<file path="src/rtl/ws2812_frame_sequencer.sv">
// Frame sequencer for a WS2812 bit driver: walks a small pixel store, applies a
// global brightness scale and paces one driver load every PIXEL_TICKS clocks.
module ws2812_frame_sequencer #(
    parameter int NUM_LEDS    = 8,
    parameter int ADDR_W      = 3,
    parameter int PIXEL_TICKS = 73
) (
    input  logic              clk_400k,
    input  logic              rst_n,
    input  logic              wr_en,
    input  logic [ADDR_W-1:0] wr_addr,
    input  logic [23:0]       wr_data,
    input  logic [7:0]        brightness,
    input  logic              frame_go,
    output logic              frame_busy,
    output logic              frame_done,
    output logic              drv_start,
    output logic              drv_has_next,
    output logic [7:0]        drv_r,
    output logic [7:0]        drv_g,
    output logic [7:0]        drv_b,
    input  logic              drv_busy
);

    localparam int IDX_W = ADDR_W + 1;
    localparam int CNT_W = $clog2(PIXEL_TICKS + 1);
    localparam logic [IDX_W-1:0] LAST_IDX = IDX_W'(NUM_LEDS - 1);
    localparam logic [CNT_W-1:0] LAST_CNT = CNT_W'(PIXEL_TICKS - 1);

    typedef enum logic [2:0] {
        S_IDLE,
        S_LOAD,
        S_STREAM,
        S_DRAIN,
        S_DONE
    } state_t;

    state_t            state_reg;
    state_t            state_next;
    logic [IDX_W-1:0]  idx_reg;
    logic [CNT_W-1:0]  cnt_reg;
    logic [7:0]        bright_q;
    logic [IDX_W-1:0]  rd_idx;
    logic [23:0]       rd_pixel;
    logic [23:0]       rd_terms [NUM_LEDS];
    logic [7:0]        scale_bright;
    logic [23:0]       scaled_pixel;
    logic              last_tick;
    logic              reload;

    function automatic logic [7:0] scale(input logic [7:0] c, input logic [7:0] b);
        logic [15:0] prod;
        prod = {8'd0, c} * ({8'd0, b} + 16'd1);
        return prod[15:8];
    endfunction

    // Pixel store: one register per LED; reads are combinational so a same-edge
    // write is seen only from the following cycle.
    genvar gi;
    generate
        for (gi = 0; gi < NUM_LEDS; gi++) begin : g_pix
            logic [23:0] pix_reg;

            always_ff @(posedge clk_400k or negedge rst_n) begin
                if (!rst_n) begin
                    pix_reg <= '0;
                end else if (wr_en && (wr_addr == ADDR_W'(gi))) begin
                    pix_reg <= wr_data;
                end
            end

            assign rd_terms[gi] = (rd_idx == IDX_W'(gi)) ? pix_reg : 24'd0;
        end
    endgenerate

    always_comb begin
        rd_pixel = '0;
        for (int i = 0; i < NUM_LEDS; i++) begin
            rd_pixel = rd_pixel | rd_terms[i];
        end
    end

    // Index of the pixel the driver will take next; past the end reads as black.
    always_comb begin
        case (state_reg)
            S_IDLE:  rd_idx = '0;
            S_LOAD:  rd_idx = IDX_W'(1);
            default: rd_idx = idx_reg + IDX_W'(2);
        endcase
    end

    assign scale_bright = (state_reg == S_IDLE) ? brightness : bright_q;
    assign scaled_pixel = {scale(rd_pixel[23:16], scale_bright),
                           scale(rd_pixel[15:8],  scale_bright),
                           scale(rd_pixel[7:0],   scale_bright)};

    assign last_tick = (state_reg == S_STREAM) && (cnt_reg == LAST_CNT);
    assign reload    = last_tick && (idx_reg < LAST_IDX);

    always_ff @(posedge clk_400k or negedge rst_n) begin
        if (!rst_n) begin
            state_reg <= S_IDLE;
        end else begin
            state_reg <= state_next;
        end
    end

    always_comb begin
        state_next = state_reg;
        case (state_reg)
            S_IDLE:   if (frame_go)   state_next = S_LOAD;
            S_LOAD:   if (!drv_busy)  state_next = S_STREAM;
            S_STREAM: if (last_tick && (idx_reg == LAST_IDX)) state_next = S_DRAIN;
            S_DRAIN:  if (!drv_busy)  state_next = S_DONE;
            S_DONE:   state_next = S_IDLE;
            default:  state_next = S_IDLE;
        endcase
    end

    always_comb begin
        frame_busy   = (state_reg != S_IDLE);
        frame_done   = (state_reg == S_DONE);
        drv_start    = 1'b0;
        drv_has_next = 1'b0;
        case (state_reg)
            S_LOAD: begin
                drv_start    = 1'b1;
                drv_has_next = (NUM_LEDS > 1);
            end
            S_STREAM: begin
                drv_start    = reload;
                drv_has_next = reload;
            end
            default: begin
            end
        endcase
    end

    // Datapath: pixel pacing counters, latched brightness and the colour
    // presented to the driver ahead of each load.
    always_ff @(posedge clk_400k or negedge rst_n) begin
        if (!rst_n) begin
            idx_reg  <= '0;
            cnt_reg  <= '0;
            bright_q <= '0;
            drv_r    <= '0;
            drv_g    <= '0;
            drv_b    <= '0;
        end else begin
            case (state_reg)
                S_IDLE: begin
                    if (frame_go) begin
                        bright_q              <= brightness;
                        idx_reg               <= '0;
                        cnt_reg               <= '0;
                        {drv_r, drv_g, drv_b} <= scaled_pixel;
                    end
                end
                S_LOAD: begin
                    if (!drv_busy) begin
                        idx_reg               <= '0;
                        cnt_reg               <= '0;
                        {drv_r, drv_g, drv_b} <= scaled_pixel;
                    end
                end
                S_STREAM: begin
                    if (cnt_reg == LAST_CNT) begin
                        cnt_reg <= '0;
                        if (idx_reg < LAST_IDX) begin
                            idx_reg               <= idx_reg + IDX_W'(1);
                            {drv_r, drv_g, drv_b} <= scaled_pixel;
                        end
                    end else begin
                        cnt_reg <= cnt_reg + CNT_W'(1);
                    end
                end
                default: begin
                end
            endcase
        end
    end

endmodule

</file>
<file path="config.mk">
export PLATFORM = sky130hd
export DESIGN_NAME = ws2812_frame_sequencer
export DESIGN_NICKNAME = d
export VERILOG_FILES = /design/src/rtl/ws2812_frame_sequencer.sv
export SDC_FILE = /design/constraint.sdc
export NUM_CORES = 1
export LEC_CHECK = 0
export ABC_AREA = 1
export BUFFER_PORTS_ARGS = -buffer_cell sky130_fd_sc_hd__buf_4
export CORE_MARGIN = 3
export CORE_UTILIZATION = 45
export CTS_CLUSTER_SIZE = 14
export DETAILED_ROUTE_END_ITERATION = 8
export SYNTH_ARGS = -nofsm -noshare
export SYNTH_HDL_FRONTEND = slang
export SYNTH_SLANG_ARGS = --single-unit
</file>
<file path="constraint.sdc">
create_clock -name clk_400k -period 5.7 [get_ports clk_400k]
set_clock_uncertainty 0.05 [all_clocks]
set_input_delay 0.285 -clock clk_400k [delete_from_list [all_inputs] [get_ports clk_400k]]
set_output_delay 0.285 -clock clk_400k [all_outputs]
set_load 0.01 [all_outputs]
</file>
Yosys cells after proc, flatten, opt, wreduce, memory -nomap -nowiden
Index checks and enable logic that the tools add are counted.
Widths: inputs -> output; s select.
{ "op_classes": {"add_sub_neg": 4, "n_mul": 3, "magnitude_cmp": 1, "n_eq_ne": 26, "muxes": 40, "bitwise_logic": 7, "n_reduce_logical": 20} }
{ "ops": {"columns": ["op", "count"], "rows": [
  ["$mux 24", 8],
  ["$or 24x24->24", 7],
  ["$mux 8", 13],
  ["$pmux 8 s3", 3],
  ["$mul 8x16->16", 2],
  ["$mux 7", 3],
  ["$pmux 7 s3", 1],
  ["$eq 4x3->1 const B", 5],
  ["$mul 8x9->16", 1],
  ["$mux 4", 4],
  ["$eq 3x3->1 const B", 5],
  ["$eq 3x2->1 const B", 4],
  ["$mux 3", 4],
  ["$pmux 3 s4", 1],
  ["$pmux 4 s3", 1],
  ["$logic_and 1x1->1", 11],
  ["$add 8x1->9 const B", 1],
  ["$eq 4x2->1 const B", 2],
  ["$pmux 4 s2", 1],
  ["$add 7x1->7 const B", 1],
  ["$eq 7x7->1 const B", 1],
  ["$eq 3x1->1 const B", 2],
  ["$logic_not 3->1", 2],
  ["$ne 2x1->1 const B", 3],
  ["other kinds (12)", 15]
]} }
{ "word_totals": {"regBits": 238, "inputBits": 40, "elab_cells": 116} }

Longest topological paths before layout
Gate-level depths: netlist (run 1).
{ "depth": {"depth_word": 15, "mapped_depth": 32, "ltp_nobuf": 31} }

Worst setup path after synthesis (run 1)
Ideal clock, no wire load.
{ "synth_path": {"path_kind": "reg-to-reg", "from": "register state_reg[2]", "to": "register drv_r[7]", "setup_ns": 0.118, "arrival_time_ns": 5.829, "required_time_ns": 5.532, "slack_ns": -0.297, "stages_incl_launch_ff": 28, "path_buffers": 2, "period_less_slack_ns": 5.997, "path_cell_list": "dfrtp_1 > nor2_8 > nand2_8 > o21ai_2 > clkbuf_1 > ha_1 > nand2_1 > nor2_2 > nand2_1 > inv_2 > nand3_2 > nand2_1 > clkbuf_1 > nor2_1 > fa_1 > inv_1 > fa_1 > fa_1 > fa_1 > inv_1 > ha_1 > a21o_1 > a31oi_1 > nor2_1 > a2111oi_0 > nand3_1 > nand3_1 > nand2_1"} }
{ "synth_between": {"elab_chain_cells": 15} }
{ "synth_lines": {"columns": ["item", "line_no", "source"], "rows": [
  ["start: declaration", "38", "state_t state_reg;"],
  ["start signal: assignment", "104", "state_reg <= state_next;"],
  ["$eq 3x1->1 or $logic_not 3->1 (tied branches)", "85, 150, 92", null],
  ["$pmux 4 s2", "85", "case (state_reg)"],
  ["$eq 4x1->1 or $logic_not 4->1 (tied branches)", "72", "assign rd_terms[gi] = (rd_idx == IDX_W'(gi)) ? pix_reg : 24'd0;"],
  ["$mux 24", "72", null],
  ["$or 24x24->24 (7 in series)", "79", "rd_pixel = rd_pixel | rd_terms[i];"],
  ["$mul 8x16->16", "53", "prod = {8'd0, c} * ({8'd0, b} + 16'd1);"],
  ["$mux 8", "169", "if (idx_reg < LAST_IDX) begin"],
  ["$mux 8", "167", "if (cnt_reg == LAST_CNT) begin"],
  ["$pmux 8 s3", "150", "case (state_reg)"],
  ["end signal: assignment", "156", "{drv_r, drv_g, drv_b} <= scaled_pixel;"],
  ["end signal: assignment", "163", "{drv_r, drv_g, drv_b} <= scaled_pixel;"],
  ["end signal: assignment", "171", "{drv_r, drv_g, drv_b} <= scaled_pixel;"],
  ["end: declaration", "19", "output logic [7:0] drv_r,"]
]} }
Parallel ways exist; a longest one is shown, timed or not. The select of a mux whose other input is x is not followed.
A chain may end at the register's enable or synchronous reset.

Worst setup path after layout (run 1)
{ "layout_path": {"from": "register idx_reg[1]", "to": "register drv_b[7]"} }
{ "layout_between": {"elab_chain_cells": 15} }
{ "layout_lines": {"columns": ["item", "line_no", "source"], "rows": [
  ["start: declaration", "40", "logic [IDX_W-1:0] idx_reg;"],
  ["start signal: assignment", "170", "idx_reg <= idx_reg + IDX_W'(1);"],
  ["$add 4x2->4", "88", "default: rd_idx = idx_reg + IDX_W'(2);"],
  ["$pmux 4 s2", "85", null],
  ["$eq 4x1->1 or $logic_not 4->1 (tied branches)", "72", null],
  ["$mux 24", "72", null],
  ["$or 24x24->24 (7 in series)", "79", null],
  ["$mul 8x9->16", "53", null],
  ["$mux 8", "169", null],
  ["$mux 8", "167", null],
  ["$pmux 8 s3", "150", null],
  ["end signal: assignment", "156", null],
  ["end signal: assignment", "163", null],
  ["end signal: assignment", "171", null],
  ["end: declaration", "21", "output logic [7:0] drv_b,"]
]} }
Parallel ways exist; a longest one is shown, timed or not. The select of a mux whose other input is x is not followed.

==> flow_results.org, run 1 <==
** Final layout
- The register with the most flip-flops in the layout has 192 of them.
- Excluding fillers, the count of instances in the completed layout stands at approximately 2900.
- Of the cells placed in the final design, the portion with a size suffix greater than 1 is 0.2011.
- Relative to the synthesized area, the layout overhead comes to 24.36%.
- Inserted Diodes :: 0
- The net count of the finished layout is about 2600.
- Post-route cell area :: approximately 0.021 mm2

** Global routing
- Wire length of the first global-routing pass :: 78.60 mm
- Summed over all layers, the global routing overflow is 0.
- The number of global-route vias before repair was 14990.
- In the global route stage, overall resource usage came out at 0.2377.
- Maximum number of pins on one net before global-route repair :: 123
- Number of antenna violations at the first check in global routing :: 0

** Setup path
- CP dominant cell by count :: inv_2
- CP Data Required Time :: ~6.1 ns
- On the critical path, the stage with the largest delay is an instance of fa_1.
- Crit. End Element :: register
- Critical path arrival :: 6.05 ns
- R2r worst-path depth :: 31
- Kind of start point of the critical path :: register
- Critical setup path kind :: reg -> reg
- Critical path's largest stage delay :: 0.55 ns
- In this run the worst path has a maximum fanout of 8.

** Placed design
- The congestion estimate from routability-driven global placement came to approximately 0.90.
- Port Buffers :: 67
- In this run the cell area measured after placement is around 0.019 mm2.
- Half-perimeter wire length after detailed placement :: around 35 mm
- The number of placed instances, taps included, is about 2800.

** Timing
- The final count of hold timing violations is 0.
- The max-slew violation count is 0.
- For the pin with the worst max-slew slack, the measured transition is 0.9719 ns.
- The smallest clock period supported by the final layout is computed as about 5.6 ns.
- Tightest slew margin relative to the limit :: 0.3513
- Highest clock rate :: about 180 MHz
- Hold timing on the final database bottoms out at a slack of around 0.035 ns.
- Setup repair after global routing could not meet its margin everywhere.
- Final count of negative-setup-slack endpoints :: 0
- Crit share post-route :: 0.9886
- Fin Setup TNS :: 0 ns

** Logic synthesis
- Mapped Avg Cell Area :: 8.063 um2
- Share of synthesized area occupied by flip-flops and latches :: 0.3453
- During synthesis, Yosys emitted a total of 0 warnings.
- Synthesis-stage register bit count :: between 200 and 250
- When the netlist entered floorplanning its net count stood at 2400.
- Number of different library cells in the post-synthesis netlist :: 52
- Dominant cell type by area after synthesis :: dfrtp_1
- Area share of the largest cell type after synthesis :: 0.3453
- Async S/R FF share, synth :: 1.000
- Number of flops mapped to enable cells by yosys :: 0
- The cell count after synthesis came out at about 2100.
- Among all flip-flop cells after synthesis, the most frequent one is dfrtp_1.
- Cells taking the most area after synthesis :: dfrtp_1, fa_1, nand2_1, ha_1, o21ai_0
- The mapped netlist covers 0.01725 mm2.

** Worst hold path
- The tightest min-delay check is of the in -> reg type.
- The worst hold path passes through 3 cells.

** Die
- The die covers 0.04071 mm2.
- Vertical die dimension :: roughly 200 um
- Number of placed I/O pins :: between 60 and 70
- From left edge to right edge, the die measures approximately 200 um.
- In this run the standard cell core region covers 0.03776 mm2.
- Standard-cell rows :: 71
- The initial utilization of the core area, before any placement, comes to 0.4568.

** CTS
- TritonCTS built the clock tree.
- Maximum number of buffers from clock root to sink :: 3
- The clock net in this run drives a total of between 200 and 250 sinks.
- Clock transition at the registers of the reported paths :: 0.06 ns
- Depth of the CTS H-tree :: 1
- Clock latency on the worst-skew pair :: a little under 0.6 ns
- Clock tree synthesis inserted a total of 29 buffers.
- The tree is rooted in a clkbuf_16.

** Detailed routing
- Via density :: approximately 5.2
- Dividing the detail-routed wire length by the instance count gives 17.04 um.
- The first routing iteration left approximately 1100 violations.
- Count of unresolved DRC violations after routing :: 0
- Iteration count of the initial detailed-routing pass :: 5
- Wirelength, routed :: 49.29 mm
- Once detail routing completed, the nets flagged for antenna violations numbered 0.
- Vias :: around 15000

** Flow run
- Across the run, the number of max-cap violations was 0.

** Run status
- Outcome :: finished, final reports clean
[cell usage after synthesis (18+ instances only)]
master    number
buf_2         18
nand2_1      520
a21oi_1       40
clkbuf_1      50
a221oi_1      26
fa_1         120
nand3_1      113
dfrtp_1      238
inv_1        288
ha_1         101
o21ai_0      222
nor2_1       227
[layout by cell type, fill, tap and decap left out, types with 7 or more instances in the layout]
master,Yosys,final
buf_12,0,15
inv_1,288,257
fa_1,120,116
xnor2_1,7,7
a31oi_1,11,8
a21oi_2,2,8
inv_2,13,36
nand2_4,0,11
nand2_1,520,495
inv_4,0,8
nor2_4,7,9
a221oi_1,26,9
nor3_1,14,10
o21ai_1,8,16
clkbuf_16,0,32
buf_6,9,10
ha_4,0,9
buf_4,3,217
o21ai_0,222,210
ha_1,101,89
dfrtp_1,238,236
nand3_1,113,112
dlygate4sd3_1,0,27
nor2_1,227,211
nand2_2,9,24
a221oi_2,0,14
a32o_1,15,15
a21oi_1,40,33
nor2_2,7,21
[worst max-delay path, delay by kind of cell (launching register included)]
kind / cells / cell delay (ns)
flops: 1 / 0.41
simple gates: 13 / 1.14
fa+ha+maj: 6 / 2.39
compound gates: 3 / 0.75
buf+inv: 9 / 0.78
[final cells by class]
type	instances	area [um2]
clock buffer	38	799.5
clock inverter	13	145.1
fill	3504	16310
inverter	303	1161
multi-input combinational	1517	10340
sequential	238	5958
tap	511	639.4
timing repair buffer	273	2402
[per-layer routing]
layer | GRT usage | routed length, um
met1 | 0.3379 | 22630
met2 | 0.3833 | 22380
met3 | 0.03237 | 2663
met4 | 0.06977 | 1615
met5 | 0 | 0
[final timing paths]
| path | startpoint | end | slack [ns] |
|---|---|---|---|
| worst max-delay path | idx_reg[1]$_DFFE_PN0P_ | drv_b[7]$_DFFE_PN0P_ | 0.07 |
| worst min-delay path | wr_data[0] | g_pix[7].pix_reg[0]$_DFFE_PN0P_ | 0.04 |
| worst max register to register | idx_reg[1]$_DFFE_PN0P_ | drv_b[7]$_DFFE_PN0P_ | 0.07 |
| worst min register to register | drv_b[6]$_DFFE_PN0P_ | drv_b[6]$_DFFE_PN0P_ | 0.43 |
| max in group asynchronous | rst_n | g_pix[1].pix_reg[18]$_DFFE_PN0P_ | 3.96 |
| min in group asynchronous | rst_n | drv_b[2]$_DFFE_PN0P_ | 0.33 |
[cells by family after synthesis]
| logic type | Yosys count | synth area share |
|---|---|---|
| muxes | 1 | 0.0006528 |
| buffers and inverters | 385 | 0.08966 |
| and+or+nand+nor | 925 | 0.2234 |
| xor gates and xnor gates | 13 | 0.006601 |
| AOI/OAI and AO/OA | 356 | 0.1218 |
| adders and majority gates | 221 | 0.2125 |
| DFF | 238 | 0.3453 |
[stage by stage]
step / setup WS (ns) / utilization
after detailed placement: -0.1649 / 0.5073
after global placement: -0.08890 / 0.5073
after global routing: -0.1729 / 0.5681
after floorplan: 0.01193 / -
final: 0.06511 / 0.5681
after CTS: -0.04676 / 0.5409
[what timing repair did]
| action | in CTS | in global routing |
|---|---|---|
| hold endpoints to repair | 142 | 0 |
| gates resized for setup | 11 | 170 |
| setup endpoints to repair | 8 | 24 |
| gates cloned | 0 | 4 |
| buffers inserted | 3 | 39 |
| pin swaps | 5 | 60 |
| hold buffers | 27 | 0 |
Power of run 1 is not shown: default switching activity piles up to over one toggle a cycle in this logic, so the estimate is an artifact.
==> run 2: changes to the inputs <==
--- a/config.mk
+++ b/config.mk
@@ -11,6 +11,7 @@
 export CORE_UTILIZATION = 45
 export CTS_CLUSTER_SIZE = 14
 export DETAILED_ROUTE_END_ITERATION = 8
+export HOLD_SLACK_MARGIN = 0.08
 export SYNTH_ARGS = -nofsm -noshare
 export SYNTH_HDL_FRONTEND = slang
 export SYNTH_SLANG_ARGS = --single-unit
==> run 2 against run 1 <==
Critical path depth up 1. Register-to-register slack about the same. Wire length up 0.17%. Non-clock buffer count up 6. Highest routed layer unchanged. First-iteration DRC count up 6.8%. Utilization up 0.16 points. Die area unchanged. Flip-flop and latch count unchanged. Count of clock-buffer cells in the layout unchanged. Worst setup slack better by 0.0072 ns. Final cell count up 0.21%. Largest cell class unchanged. Via count up 0.21%.
==> flow_results.org, run 2 (synthesized netlist as in run 1, its figures left out) <==
** Run status
- The flow ran to the end, and the final reports show no timing, DRC or antenna violations.

** Timing
- The worst slew margin relative to its limit is 0.3519 (+0.0005560).
- The maximum clock frequency was 177.7 MHz (+0.13%).
- Crit share post-route :: 0.9873 (-0.001262)
- Setup repair after global routing could not meet its margin everywhere.
- Shortest clock period the worst path allows after layout :: 5.628 ns (-0.007191 ns)
- Transition time at the pin with the least slew margin :: 0.9722 ns (+0.0002822 ns)
- Fin Setup TNS :: 0 ns (unchanged)
- The final-report setup violation count came to 0 (unchanged).
- The max-slew violation count came to 0 (unchanged).
- Final Hold Viols :: 0 (unchanged)

** Detailed routing
- Vias :: 15110 (+0.21%)
- Via density :: 5.212 (about the same)
- The iteration count of the initial detailed-routing pass is 5 (unchanged).
- Count of unresolved DRC violations after routing :: 0 (unchanged)
- The detail-routed net length per standard cell came to 17.03 um (about the same).
- The number of nets still failing antenna checks after routing is 0 (unchanged).
- Wirelength, routed :: 49.38 mm (+0.17%)
- Violation count after the first detailed-routing iteration :: 1163 (+6.8%)

** Setup path
- In this design, the largest share of critical-path delay is due to adder cells.
- The worst register-to-register path begins at idx_reg[2]$_DFFE_PN0P_.
- The biggest cell delay along the critical path was 0.55 ns (about the same).
- The length in cells of the worst reg-to-reg path is 32 (+3.2%).
- By instance count, the cell type seen most on the critical path is inv_2.
- Register-to-Register Setup Slack :: 0.07 ns (about the same)
- STA classifies the critical path startpoint as a register.
- STA classifies the critical path endpoint as a register.
- The maximum fanout along the worst path came to 7 (-1).
- R2r endpoint :: drv_b[7]$_DFFE_PN0P_
- Crit path buf inv count :: 10 (+1)
- Standard cell with the maximum stage delay on the critical path :: fa_1
- The critical path is of the reg -> reg type.
- The endpoint arrival time on the critical path was 6.04 ns (about the same).
- The required time reported for the critical path endpoint is 6.11 ns (about the same).

** Die
- The number of standard-cell rows in the floorplan was 71 (unchanged).
- The height of the chip is 201.8 um (unchanged).
- Starting density of the core :: 0.4568 (unchanged)
- The die span in x is 201.8 um (unchanged).
- Number of placed I/O pins :: 68 (unchanged)
- Die area :: 0.04071 mm2 (unchanged)
- Core Footprint :: 0.03776 mm2 (unchanged)

** Final layout
- Inserted Diodes :: 0 (unchanged)
- Flip-flop count of the largest register after layout :: 192 (unchanged)
- The top cell types in the final layout, fill and taps aside, are nand2_1, inv_1, dfrtp_1.
- The ratio of cells with drive above 1 in the final layout was 0.2006 (-0.0005053).
- Number of nets at the end of the flow :: 2629 (+0.23%)
- Signed area change from the synthesized netlist to the final layout :: 24.71%
- Post-route cell area :: 0.02151 mm2 (+0.28%)
- Fin cells :: 2899 (+0.21%)
- The library cell used most frequently in the layout, excluding fill and tap cells, is nand2_1.

** Global routing
- The total global-route track usage was 0.2381 (+0.0004169).
- The final global-route overflow total is 0 (unchanged).
- The number of antenna violations at the first check in global routing is 0 (unchanged).
- The global-route wire length before repair is 78.75 mm (+0.19%).
- The largest net degree at the start of global routing was 123 (unchanged).
- The number of global-route vias before repair was 15020 (+0.23%).

** Worst hold path
- The worst hold path begins at wr_data[16].
- End point of the most critical hold path :: g_pix[7].pix_reg[16]$_DFFE_PN0P_
- The count of cells along the worst hold path came to 3 (unchanged).
- The worst hold path belongs to the class in -> reg.

** CTS
- Maximum number of buffers from clock root to sink :: 3 (unchanged)
- Root buffer cell :: clkbuf_16
- The number of sinks driven by the clock tree is 238 (unchanged).
- The number of H-tree levels is 1 (unchanged).
- Clock latency on the worst-skew pair :: 0.58 ns (about the same)
- Clock transition at the registers of the reported paths :: 0.06 ns (about the same)
- TritonCTS clock tree :: done
- Number of clock buffers inserted by TritonCTS :: 29 (unchanged)

** Placed design
- Placed Instances :: 2769 (unchanged)
- Half-perimeter wire length after detailed placement :: 34.79 mm (unchanged)
- Port Buffers :: 67 (unchanged)
- The final weighted congestion of routability-driven global placement came to 0.9030 (unchanged).
- Cell area after placement :: 0.01915 mm2 (unchanged)

** Flow run
- The number of maximum-capacitance violations is 0 (unchanged).
-- run 2: cell types whose count changed in the layout (fill, tap and decap cells not counted) --
cell,change
dlygate4sd3_1,+6
-- run 2: worst max path at each step --
stage                             startpoint  depth (start not counted)  slack [ns]              endpoint
finish                idx_reg[2]$_DFFE_PN0P_                         32        0.07  drv_b[7]$_DFFE_PN0P_
global route        state_reg[2]$_DFFE_PN0P_                         26       -0.17  drv_b[7]$_DFFE_PN0P_
detailed placement    idx_reg[1]$_DFFE_PN0P_                         25       -0.16  drv_b[7]$_DFFE_PN0P_
CTS                   idx_reg[1]$_DFFE_PN0P_                         27       -0.05  drv_b[7]$_DFFE_PN0P_
floorplan           state_reg[1]$_DFFE_PN0P_                         29        0.01  drv_b[7]$_DFFE_PN0P_
global placement      idx_reg[1]$_DFFE_PN0P_                         26       -0.09  drv_b[7]$_DFFE_PN0P_
-- run 2: timing repair --
action / CTS / global route
gates cloned: 0 / 4
setup endpoints to repair: 8 / 24
pin swaps: 5 / 60
resized for setup: 11 / 170
endpoints found under the hold margin: 279 / 0
buffers inserted: 3 / 39
hold buffers: 33 / 0
-- run 2: final cells by class --
class	count	area, um2
inverters	303	1161
multi-input cells	1517	10340
clock inverters	13	145.1
clock buffers	38	799.5
fillers	3500	16250
well taps	511	639.4
flip-flops and latches	238	5958
repair buffers	279	2462
-- run 2: stage by stage --
| step | hold slack, ns | utilization | setup WS, ns |
|---|---|---|---|
| 3_5_place_dp | 0.3978 | 0.5073 | -0.1649 |
| 4_1_cts | 0.08049 | 0.5425 | -0.04676 |
| 3_3_place_gp | 0.3938 | 0.5073 | -0.08890 |
| 6_report | 0.1137 | 0.5697 | 0.07230 |
| 2_1_floorplan | -0.06059 | - | 0.01193 |
| 5_1_grt | 0.1075 | 0.5697 | -0.1729 |
-- run 2: worst min-delay path: stages --
cell and delay (ns):
buf_4 0.08, inv_1 0.16, a21oi_1 0.17
-- run 2: layer usage --
metal	up-vias	wire [um]	share of wire	global-route usage
met5	-	0	0	0
met4	0	1612	0.033	0.06977
met1	7338	22770	0.46	0.3381
met3	91	2613	0.053	0.03237
li1	7282	-	-	-
met2	398	22390	0.45	0.3846
Power of run 2 is left out for the same reason.
